$ cat src/rtl/fir_decim_fifo.sv
// Decimating output stage: removes the FIR x256 coefficient scaling, keeps one
// sample in every DECIM, and buffers kept samples in a valid/ready FIFO.
// Optional build macro FIR_DECIM_ROUND_EN selects round-half-up scaling instead of truncation.
module fir_decim_fifo #(
  parameter int unsigned DATA_W = 16,
  parameter int unsigned SHIFT  = 8,
  parameter int unsigned DECIM  = 4,
  parameter int unsigned DEPTH  = 8
) (
  input  logic                     clk,
  input  logic                     reset,
  input  logic [DATA_W-1:0]        in_data,
  input  logic                     in_en,
  output logic [DATA_W-1:0]        out_data,
  output logic                     out_valid,
  input  logic                     out_ready,
  output logic [$clog2(DEPTH):0]   fifo_count,
  output logic                     overflow
);

  localparam int unsigned PTR_W = $clog2(DEPTH);
  localparam int unsigned CNT_W = (DECIM > 1) ? $clog2(DECIM) : 1;
  localparam logic [CNT_W-1:0] DCNT_LAST = CNT_W'(DECIM - 1);
  localparam logic [PTR_W:0]   FULL_CNT  = (PTR_W+1)'(DEPTH);

  logic [DATA_W:0]   sum;
  logic [DATA_W-1:0] scaled;
  logic [CNT_W-1:0]  dcnt;
  logic [PTR_W-1:0]  wr;
  logic [PTR_W-1:0]  rd;
  logic [PTR_W:0]    count;
  logic [DATA_W-1:0] mem [DEPTH];
  logic              keep;
  logic              full;
  logic              push;
  logic              pop;

  always_comb begin
`ifdef FIR_DECIM_ROUND_EN
    sum = {1'b0, in_data} + ((DATA_W+1)'(1) << (SHIFT - 1));
`else
    sum = {1'b0, in_data};
`endif
    scaled = DATA_W'(sum >> SHIFT);
  end

  always_comb begin
    keep = in_en && (dcnt == DCNT_LAST);
    full = (count == FULL_CNT);
    pop  = (count != '0) && out_ready;
    // A pop in the same cycle frees the slot, so a full FIFO can still accept.
    push = keep && (!full || pop);
  end

  always_ff @(posedge clk or posedge reset) begin
    if (reset) begin
      dcnt     <= '0;
      wr       <= '0;
      rd       <= '0;
      count    <= '0;
      overflow <= 1'b0;
    end else begin
      if (in_en) dcnt <= keep ? '0 : dcnt + CNT_W'(1);
      if (push)  wr   <= wr + PTR_W'(1);
      if (pop)   rd   <= rd + PTR_W'(1);
      case ({push, pop})
        2'b10:   count <= count + (PTR_W+1)'(1);
        2'b01:   count <= count - (PTR_W+1)'(1);
        default: count <= count;
      endcase
      if (keep && full && !pop) overflow <= 1'b1;
    end
  end

  always_ff @(posedge clk) begin
    if (push) mem[wr] <= scaled;
  end

  assign out_valid  = (count != '0);
  assign out_data   = out_valid ? mem[rd] : '0;
  assign fifo_count = count;

endmodule

$ cat config.mk
export PLATFORM = sky130hd
export DESIGN_NAME = fir_decim_fifo
export DESIGN_NICKNAME = d
export VERILOG_FILES = /design/src/rtl/fir_decim_fifo.sv
export SDC_FILE = /design/constraint.sdc
export NUM_CORES = 1
export LEC_CHECK = 0
export CORE_MARGIN = 2
export CORE_UTILIZATION = 35
export CTS_CLUSTER_DIAMETER = 200
export DETAILED_ROUTE_END_ITERATION = 8
export GPL_TIMING_DRIVEN = 0
export PLACE_DENSITY_LB_ADDON = 0.25
export SETUP_SLACK_MARGIN = 0.3
export SLEW_MARGIN = 20
export SYNTH_ARGS = -nofsm -noshare
export SYNTH_HDL_FRONTEND = slang
export SYNTH_SLANG_ARGS = --single-unit
$ cat constraint.sdc
create_clock -name clk -period 1.81 [get_ports clk]
set_clock_uncertainty 0.05 [all_clocks]
set_input_delay 0.2715 -clock clk [delete_from_list [all_inputs] [get_ports clk]]
set_output_delay 0.2715 -clock clk [all_outputs]
set_load 0.01 [all_outputs]
== After elaboration in Yosys (flattened, before gate mapping) ==
Memory sizes are Yosys's and may differ from the RTL's.
Cells that the tools add are included.

* Flip-flop bits (word level): 13
* Memory bits (writable): 64
* Memories: 1
* Input bits: 20
* Word-level logic and storage cells: 30
* Output and inout port bits: 22

{| class="wikitable"
|+ Memory list
! name !! words !! bits a word !! rd ports !! clocked after memory_dff !! wr ports !! RTL line !! text
|-
| mem || 8 || 8 || 1 || 0 || 1 || 32 || <nowiki>logic [DATA_W-1:0] mem [DEPTH];</nowiki>
|}

* Reductions and logical operators: 10
* $add $sub $neg: 5
* Mux-type cells: 5
* Equal/unequal tests: 4

{| class="wikitable"
|+ Operators by type and width
! operator !! number
|-
| $mux 16 || 1
|-
| $pmux 4 s2 || 1
|-
| $add 3x1->3 const B || 2
|-
| $logic_and 1x1->1 || 5
|-
| $add 4x1->4 const B || 1
|-
| $eq 2x2->1 const B || 2
|-
| $eq 4x4->1 const B || 1
|-
| $reduce_bool 4->1 || 1
|-
| $sub 4x1->4 const B || 1
|-
| $add 2x1->2 const B || 1
|-
| $eq 2x1->1 const B || 1
|-
| $logic_not 1->1 || 2
|-
| $mux 1 || 2
|-
| $mux 2 || 1
|-
| $reduce_bool 2->1 || 1
|-
| $logic_or 1x1->1 || 1
|}

== Logic depth before layout (Yosys ltp) ==
Gate-level depths: netlist (run 1).

* Word-level depth: 6
* Depth in mapped cells: 9
* Depth with buffers taken out: 8

== Worst setup path after synthesis (run 1) ==
No wires, ideal clock.

* Path kind: flip-flop to flip-flop
* Start point: reg count[0], in the netlist fifo_count[0]
* End point: mem mem[0][0] in the netlist's numbering (enable)
* Period minus slack after synthesis: 2.042 ns
* Buffers on the path: 0
* Arrival time: 1.609 ns
* Cell stages (with the launch flop): 5
* Data required time: 1.377 ns
* Setup time: 0.383 ns
* Setup slack: -0.232 ns
* Cells stage by stage: dfrtp_1 nor3_1 a21oi_2 nand2b_1 nor3_1

* Word-level cells in the longest chain between the ends: 6
* Elaborated cells between the ends (all ways): 8
* Those cells by class: 1 x eq/ne; 2 x mux; 5 x reduce/logical

{| class="wikitable"
|+ RTL lines
! what !! RTL line !! text
|-
| from (decl) || 31 || <nowiki>logic [PTR_W:0] count;</nowiki>
|-
| from (signal assigned) || 67 || <nowiki>2'b10: count <= count + (PTR_W+1)'(1);</nowiki>
|-
| from (signal assigned) || 68 || <nowiki>2'b01: count <= count - (PTR_W+1)'(1);</nowiki>
|-
| from (signal assigned) || 69 || <nowiki>default: count <= count;</nowiki>
|-
| $eq 4x4->1 / $reduce_bool 4->1 (equally long branches) || 49, 50 ||
|-
| $logic_not 1->1 / $logic_and 1x1->1 (equally long branches) || 52, 50 ||
|-
| $logic_or 1x1->1 (*) || 52 || <nowiki>push = keep && (!full || pop);</nowiki>
|-
| $logic_and 1x1->1 (*) || 52 ||
|-
| $mux 1 (*) || 76 || <nowiki>if (push) mem[wr] <= scaled;</nowiki>
|-
| $mux 1 (not written as such) (*) || 76 ||
|-
| to (decl) || 32 ||
|}

Every way passes the cells marked *; elsewhere a longest branch is shown, timed or not.

== Worst setup path after layout (run 1) ==
* Start point: reg count[1], in the netlist fifo_count[1]
* End point: reg count[2], in the netlist fifo_count[2]

* Word-level cells in the longest chain between the ends: 6
* Elaborated cells between the ends (all ways): 12
* Those cells by class: 2 x add/sub; 3 x eq/ne; 1 x mux; 6 x reduce/logical

{| class="wikitable"
|+ RTL lines
! what !! RTL line !! text
|-
| $eq 4x4->1 / $reduce_bool 4->1 (equally long branches) || 49, 50 ||
|-
| $logic_not 1->1 / $logic_and 1x1->1 (equally long branches) || 52, 50 ||
|-
| $logic_or 1x1->1 || 52 ||
|-
| $logic_and 1x1->1 || 52 ||
|-
| $eq 2x1->1 / $eq 2x2->1 (equally long branches) || 66 || <nowiki>case ({push, pop})</nowiki>
|-
| $pmux 4 s2 / $reduce_bool 2->1 (equally long branches) || - ||
|}

Several ways; a longest one is shown, not always the timed one.
A chain may end at the register's enable or synchronous reset.

==> results.yml, run 1 <==
global_routing:
  antenna_found_initial: 0
  use_met1_pct: 18.7
  use_met2_pct: 26.4
  grt_busiest_layer: "met2"
  grt_pass1_wl_um: 11300
  overflow: 0
  grt_pass1_vias: 2101
  grt_usage_pct: 15.0
  use_met3_pct: 3.73
  grt_max_degree: 14
clock_network:
  hold_buffers: 0
  cts.sinks: 77
  ctsHtreeMaxLevel: 3
  cts_tree: "done"
  clockRootBuffer: "clkbuf_8"
  cts_buffers: 9
  clkLatencyLatePin_ns: 0.34
  cts_buffer_depth: 2
  clk_pin_slew_ns: 0.08
synth:
  synthArstFlopShare_pct: 16.9
  ys_seq_area_share_pct: 68.0
  yosys-top-cells-count: "64 x edfxtp_1, 18 x mux2_2, 17 x mux2i_1"
  yosysMostFrequentCell: "edfxtp_1"
  syn-instance-count: 216
  synthTopCellsByArea: "edfxtp_1 58%, dfrtp_1 9.8%, mux2_2 6.1%"
  yosys_register_bits: 77
  synthesis.area_um2: 3300
  yosys.area.top_type: "edfxtp_1"
  yosysWarnings: 0
  synth_edf_count: 64
  dominantRegCellSynth: "edfxtp_1"
  syn_avg_cell_area_um2: 15.3
  synth_cell_types: 35
  synth_top_cell_area_share_pct: 58.2
die:
  fp-row-count: 35
  core_um2: 9200
  die_y_um: 101
  start_util_pct: 35.9
  dieArea_um2: 10200
  die_w_um: 101
  boundaryPins: 42
placement:
  place_congestion: 0.724
  detailed_place_hpwl_um: 4160
  numPortBuffers: 25
  dpl.cell_count: 359
outcome:
  outcome: "finished, violations left"
  failed_checks: "setup timing"
timing:
  setup_ws_ns: -0.187
  whs_ns: 0.221
  final_max_slew_viol_count: 0
  timing.setup.tns_ns: -1.59
  hold_viol_final: 0
  post-route-min-period_ns: 2.00
  worst_slew_pin_slew_ns: 0.553
  finalSetupViolCount: 21
  fmax_mhz: 501
  final.period_utilization_pct: 110
  slew_headroom_pct: 63.1
  rsz0062_at_grt: "yes"
setup_path:
  rrSetupSlack_ns: -0.19
  startpoint_type: "flip-flop"
  critPathCaptureType: "flip-flop"
  crit_type: "reg2reg"
  critPathArrivalTime_ns: 2.21
  worstPathRequired_ns: 2.02
  cp_max_fo: 10
final_layout:
  area_growth_pct: 44.1
  drive_above_1_share_pct: 51.9
  nets: 335
  final_cells: 427
  nFillCells: 769
  n_antenna_cell: 0
routing:
  num_vias: 2063
  ant_nets: 0
  wl_per_cell_um: 17.3
  drt_pass1_iterations: 6
  drc: 0
  initialDrtViolationCount: 62
  finalWirelength_um: 7410
  viasPerCell: 4.83
run:
  cap_violations: 0
pwr:
  peakVddDrop_mv: 0.826
  leakage_uw: 0.00184
  swShare_pct: 34.8
  power_uw: 6960
  seqPwrFrac_pct: 33.3
  power.density_nw_per_um2: 1460
  p_sw_uw: 2420
  power.share.combinational_pct: 51.3
  clockPowerShare_pct: 15.5
  intPower_uw: 4540
worst_hold_path:
  min-delay-path-class: "in2async"
[cells by family (layout without fill, tap and decap cells)]
family	count (synthesis)	count (layout)	share of synthesized area [%]
other cells	1	8	0.114
compound gates	29	29	6.40
fa+ha+maj	4	4	1.52
simple gates	40	40	6.36
buf+inv	22	115	4.09
xor+xnor	7	7	1.86
flops	77	77	68.0
mux	36	36	11.6
[stage by stage]
stage | worst slack, ns | cell area (um2) | util (%)
after global routing | -0.300 | 4760 | 51.7
after global placement | -0.643 | 3900 | 42.4
after CTS | -0.195 | 4560 | 49.6
after floorplan | -0.00612 | 3510 | -
final | -0.187 | 4760 | 51.7
after detailed placement | -0.678 | 3900 | 42.4
[sequential cells by signal, indices dropped and copies added, names as in the netlist]
register and cells:
mem 64, fifo_count 4, rd 3, wr 3, dcnt 2, overflow 1
[repair_timing]
action,4_1_cts,5_1_grt
setup buffers,42,10
pin swaps,19,14
endpoints found under the setup margin,82,85
gates cloned,0,0
gates resized for setup,98,29
[final timing paths]
check | startpoint | to | cells after the start
min in group clk | overflow | overflow | 1
worst max-delay path | fifo_count[1] | fifo_count[2] | 9
max in group asynchronous | reset | fifo_count[0] | 2
worst min register to register | overflow | overflow | 1
worst min-delay path | reset | fifo_count[1] | 2
worst max register to register | fifo_count[1] | fifo_count[2] | 9
[critical path: stages, from the launching register on]
cell     delay (ns)
dfrtp_1        0.39
buf_6          0.13
nor4_4         0.30
buf_6          0.23
nor3_4         0.07
xor2_1         0.17
ha_2           0.22
nor2_2         0.05
a32oi_2        0.16
xnor2_1        0.14
[cell type report]
cell class                      instances  area, um2  share of cell area [%]
Clock inverter                          5       27.5                   0.578
Sequential cell                        77       2250                    47.3
Inverter                                4       17.5                   0.368
Timing Repair Buffer                   77        741                    15.6
Multi-Input combinational cell        124       1260                    26.5
Clock buffer                           11        131                    2.76
Buffer                                 18        191                    4.02
Tap cell                              111        139                    2.92
[placed cells by master (no fill, tap or decap), types with 5 or more instances in the layout]
cell,Yosys,routed
clkbuf_8,0,9
dfrtp_1,13,9
mux2i_1,17,17
clkdlybuf4s50_1,0,10
o22ai_2,0,7
mux2_4,0,5
buf_12,0,6
buf_2,3,8
nor2_4,0,7
mux2_2,18,14
buf_4,11,31
nor3_2,1,7
conb_1,1,8
edfxtp_1,64,64
nand2b_1,6,5
a22o_1,8,8
buf_6,1,35
[per-layer routing]
| layer | up-vias | share of wire [%] |
|---|---|---|
| met4 | 0 | 0.63 |
| met1 | 1035 | 44 |
| li1 | 993 | - |
| met5 | - | 0 |
| met2 | 31 | 53 |
| met3 | 4 | 2.8 |
[power by group through the flow]
stage	Clock [uW]	Sequential [uW]	Combinational, uW
floorplan	0	2360	1670
global placement	0	2380	2500
detailed placement	0	2390	2530
CTS	1120	2310	3160
global route	1200	2340	3850
finish	1080	2320	3570
(Power assumes the default switching activity.)
==> run 2, diff against run 1 <==
SKIP_CTS_REPAIR_TIMING = 1   (was not set)
==> results.yml, run 2 (synthesized netlist as in run 1, its figures left out) <==
final_layout:
  final_cells: 410
  drive_above_1_share_pct: 48.5
  final_common_cell: "edfxtp_1"
  n_antenna_cell: 0
  largest-register: "mem"
  nets: 318
  largest_register_ffs: 64
  final_cell_mix: "64 x edfxtp_1, 26 x buf_4, 17 x mux2i_1"
  area_growth_pct: 38.6
timing:
  slew_headroom_pct: 64.8
  timing.setup.tns_ns: -1.46
  final.period_utilization_pct: 111
  fmax_mhz: 498
  rsz0062_at_grt: "yes"
  setup_ws_ns: -0.196
  hold_viol_final: 0
  post-route-min-period_ns: 2.01
  worst_slew_pin_slew_ns: 0.527
  finalSetupViolCount: 9
  final_max_slew_viol_count: 0
placement:
  numPortBuffers: 25
  detailed_place_hpwl_um: 4160
  dpl.cell_count: 359
  place_congestion: 0.724
  dp_slack_ns: -0.678
routing:
  num_vias: 2031
  drt_pass1_iterations: 4
  finalWirelength_um: 7240
  drc: 0
  wl_per_cell_um: 17.7
  ant_nets: 0
  initialDrtViolationCount: 41
  viasPerCell: 4.95
die:
  fp-row-count: 35
  core_um2: 9200
  die_w_um: 101
  boundaryPins: 42
  dieArea_um2: 10200
  start_util_pct: 35.9
  die_y_um: 101
global_routing:
  grt_max_degree: 14
  use_met3_pct: 3.73
  grt_busiest_layer: "met2"
  use_met1_pct: 17.7
  use_met2_pct: 22.1
  grt_usage_pct: 13.4
  antenna_found_initial: 0
  grt_pass1_wl_um: 10000
  overflow: 0
  grt_pass1_vias: 1874
setup_path:
  cp_max_fo: 10
  crit_path_end: "out_data[1]"
  worstPathRequired_ns: 1.49
  rrSetupSlack_ns: -0.06
  critPathArrivalTime_ns: 1.68
  crit_start: "rd[2]"
  crit_type: "reg2out"
  startpoint_type: "flip-flop"
  critPathCaptureType: "output pin"
  reg2regPathDepth: 9
  timing.rr.start: "fifo_count[1]"
  r2r_end: "fifo_count[2]"
clock_network:
  clockRootBuffer: "clkbuf_8"
  clkLatencyLatePin_ns: 0.34
  cts_buffers: 9
  cts_tree: "done"
  ctsHtreeMaxLevel: 3
  cts_buffer_depth: 2
  cts.sinks: 77
  clk_pin_slew_ns: 0.08
pwr:
  leakage_uw: 0.00176
  peakVddDrop_mv: 0.780
  power.density_nw_per_um2: 1470
outcome:
  failed_checks: "setup timing"
  outcome: "finished, violations left"
run:
  cap_violations: 0
worst_hold_path:
  min-delay-path-class: "in2async"
## run 2: where the power goes
part	switching, uW	total [uW]	leakage, uW	internal (uW)
sequential	195	2320	0.000730	2130
combinational	1590	3330	0.000957	1740
clock	593	1080	0.0000744	487
## run 2: routing by layer
metal / vias to the layer above / share of wire (%)
met1: 1021 / 43
met2: 37 / 52
met4: 0 / 1.4
met3: 9 / 3.3
li1: 964 / -
met5: - / 0
## run 2: cell type report
cell class / instances / area, um2
Fill cell: 791 / 4620
Sequential cell: 77 / 2250
Multi-Input combinational cell: 124 / 1210
Timing Repair Buffer: 60 / 608
Buffer: 18 / 185
Tap cell: 111 / 139
Clock buffer: 11 / 131
Clock inverter: 5 / 27.5
Inverter: 4 / 17.5
## run 2: worst max-delay path, stage by stage (launching register included)
cell     delay (ns)
dfrtp_1        0.38
buf_6          0.14
buf_12         0.15
mux2i_1        0.12
a22o_1         0.24
nor3_2         0.17
buf_2          0.16
## run 2: metrics by stage
stage | total power, uW | instance area (um2) | hold slack [ns] | utilization, %
after floorplan | 4030 | 3510 | 0.0983 | -
after global placement | 4880 | 3900 | 0.408 | 42.4
after detailed placement | 4920 | 3900 | 0.408 | 42.4
after CTS | 6010 | 4060 | 0.222 | 44.1
after global routing | 7120 | 4580 | 0.260 | 49.8
final | 6730 | 4580 | 0.211 | 49.8
## run 2: worst min path at each step
stage | slack (ns) | cells past startpoint | to | startpoint
5_1_grt | 0.26 | 2 | fifo_count[1] | reset
3_3_place_gp | 0.41 | 1 | overflow | overflow
2_1_floorplan | 0.1 | 1 | dcnt[0] | reset
3_5_place_dp | 0.41 | 1 | overflow | overflow
6_report | 0.21 | 2 | fifo_count[1] | reset
4_1_cts | 0.22 | 2 | fifo_count[1] | reset
==> run 3, diff against run 2 <==
CORE_UTILIZATION = 40   (was 35)
==> results.yml, run 3 (synthesized netlist as in run 1, its figures left out) <==
pwr:
  clockPowerShare_pct: 20.8
  power.share.combinational_pct: 45.6
  power.density_nw_per_um2: 1520
  leakage_uw: 0.00176
  p_sw_uw: 2340
  swShare_pct: 33.7
  intPower_uw: 4590
  peakVddDrop_mv: 0.555
  seqPwrFrac_pct: 33.6
outcome:
  failed_checks: "setup timing"
  outcome: "finished, violations left"
run:
  cap_violations: 0
timing:
  rsz0062_at_grt: "yes"
  finalSetupViolCount: 9
  post-route-min-period_ns: 2.05
  final_max_slew_viol_count: 0
  worst_slew_pin_slew_ns: 0.527
  setup_ws_ns: -0.238
  hold_viol_final: 0
  fmax_mhz: 488
  whs_ns: 0.205
  final.period_utilization_pct: 113
  slew_headroom_pct: 64.8
setup_path:
  r2r_end: "fifo_count[2]"
  critPathCaptureType: "output pin"
  reg2regPathDepth: 9
  startpoint_type: "flip-flop"
  rrSetupSlack_ns: -0.08
  worstPathRequired_ns: 1.49
  critPathArrivalTime_ns: 1.73
  crit_type: "reg2out"
  timing.rr.start: "dcnt[0]"
  cp_max_fo: 10
die:
  die_w_um: 94.9
  core_um2: 8090
  boundaryPins: 42
  die_y_um: 94.9
  fp-row-count: 33
  dieArea_um2: 9000
  start_util_pct: 40.8
final_layout:
  final_cells: 399
  n_antenna_cell: 0
  drive_above_1_share_pct: 48.3
  largest_register_ffs: 64
  nFillCells: 660
  largest-register: "mem"
  final_common_cell: "edfxtp_1"
  nets: 313
  final_cell_mix: "64 x edfxtp_1, 24 x buf_4, 17 x mux2i_1"
  post-route-util_pct: 56.3
  area_growth_pct: 37.9
clock_network:
  clkLatencyLatePin_ns: 0.35
  cts_buffers: 9
  ctsHtreeMaxLevel: 3
  cts_tree: "done"
  cts.sinks: 77
  clk_pin_slew_ns: 0.08
  clockRootBuffer: "clkbuf_8"
  cts_buffer_depth: 2
global_routing:
  overflow: 0
  grt_usage_pct: 14.8
  grt_max_degree: 15
  grt_pass1_vias: 1792
  antenna_found_initial: 0
  grt_pass1_wl_um: 9490
worst_hold_path:
  min-delay-path-class: "in2async"
placement:
  numPortBuffers: 25
  place_congestion: 0.754
  detailed_place_hpwl_um: 4060
  dpl.cell_count: 353
routing:
  wl_per_cell_um: 16.4
  drt_pass1_iterations: 4
  drc: 0
  finalWirelength_um: 6540
  ant_nets: 0
  viasPerCell: 4.98
  num_vias: 1987
  initialDrtViolationCount: 125
==> run 3: cell count changes in the layout (fill, tap and decap cells not counted), sizes merged <==
| cell | previous run | this run |
|---|---|---|
| clkbuf | 12 | 11 |
| dlymetal6s2s | 5 | 6 |
| clkinv | 3 | 0 |
| clkinvlp | 2 | 1 |
| buf | 62 | 56 |
| inv | 4 | 7 |
| bufinv | 0 | 2 |
==> run 3: critical path: stages, from the launching register on <==
cell and delay [ns]:
dfrtp_1 0.38, buf_6 0.14, buf_12 0.15, mux2i_1 0.12
a22o_1 0.23, nor3_2 0.20, buf_2 0.16
==> run 3: stage by stage <==
stage	power, uW	area (um2)	TNS [ns]	setup WS, ns
after floorplan	4030	3510	-0.00612	-0.00612
after global routing	7320	4550	-2.55	-0.302
final	6930	4550	-1.75	-0.238
after global placement	4880	3890	-27.40	-0.553
after detailed placement	4920	3890	-29.16	-0.587
after CTS	6350	4110	-9.45	-0.775
==> run 3: worst max-delay path by stage <==
stage / to / cells after the start / slack (ns) / startpoint
2_1_floorplan: fifo_count[2] / 9 / -0.006 / dcnt[0]
3_3_place_gp: mem[1][2] / 5 / -0.55 / out_ready
3_5_place_dp: mem[1][2] / 5 / -0.59 / out_ready
4_1_cts: out_data[6] / 5 / -0.78 / rd[0]
5_1_grt: out_data[3] / 6 / -0.30 / rd[2]
6_report: out_data[3] / 6 / -0.24 / rd[2]
==> run 3: metal layers <==
metal | up-vias | global-route usage [%] | wire, um
met3 | 11 | 2.95 | 154
met1 | 988 | 20.8 | 3080
met2 | 30 | 22.3 | 3160
met5 | - | 0 | 0
met4 | 0 | 6.52 | 148
li1 | 958 | - | -
==> run 3: final cells by class <==
class / count / area, um2 / area share (%)
buffer: 18 / 176 / 3.87
clock buffer: 10 / 128 / 2.80
clock inverter: 6 / 93.8 / 2.06
inverter: 4 / 15.0 / 0.330
multi-input combinational: 124 / 1210 / 26.5
sequential: 77 / 2250 / 49.5
tap: 105 / 131 / 2.88
timing repair buffer: 55 / 548 / 12.0
==> run 3: power by group through the flow <==
| stage | sequential, uW | combinational, uW | clock, uW |
|---|---|---|---|
| global route | 2360 | 3410 | 1550 |
| floorplan | 2360 | 1670 | 0 |
| finish | 2330 | 3160 | 1440 |
| global placement | 2380 | 2500 | 0 |
| CTS | 2350 | 2530 | 1470 |
| detailed placement | 2390 | 2530 | 0 |
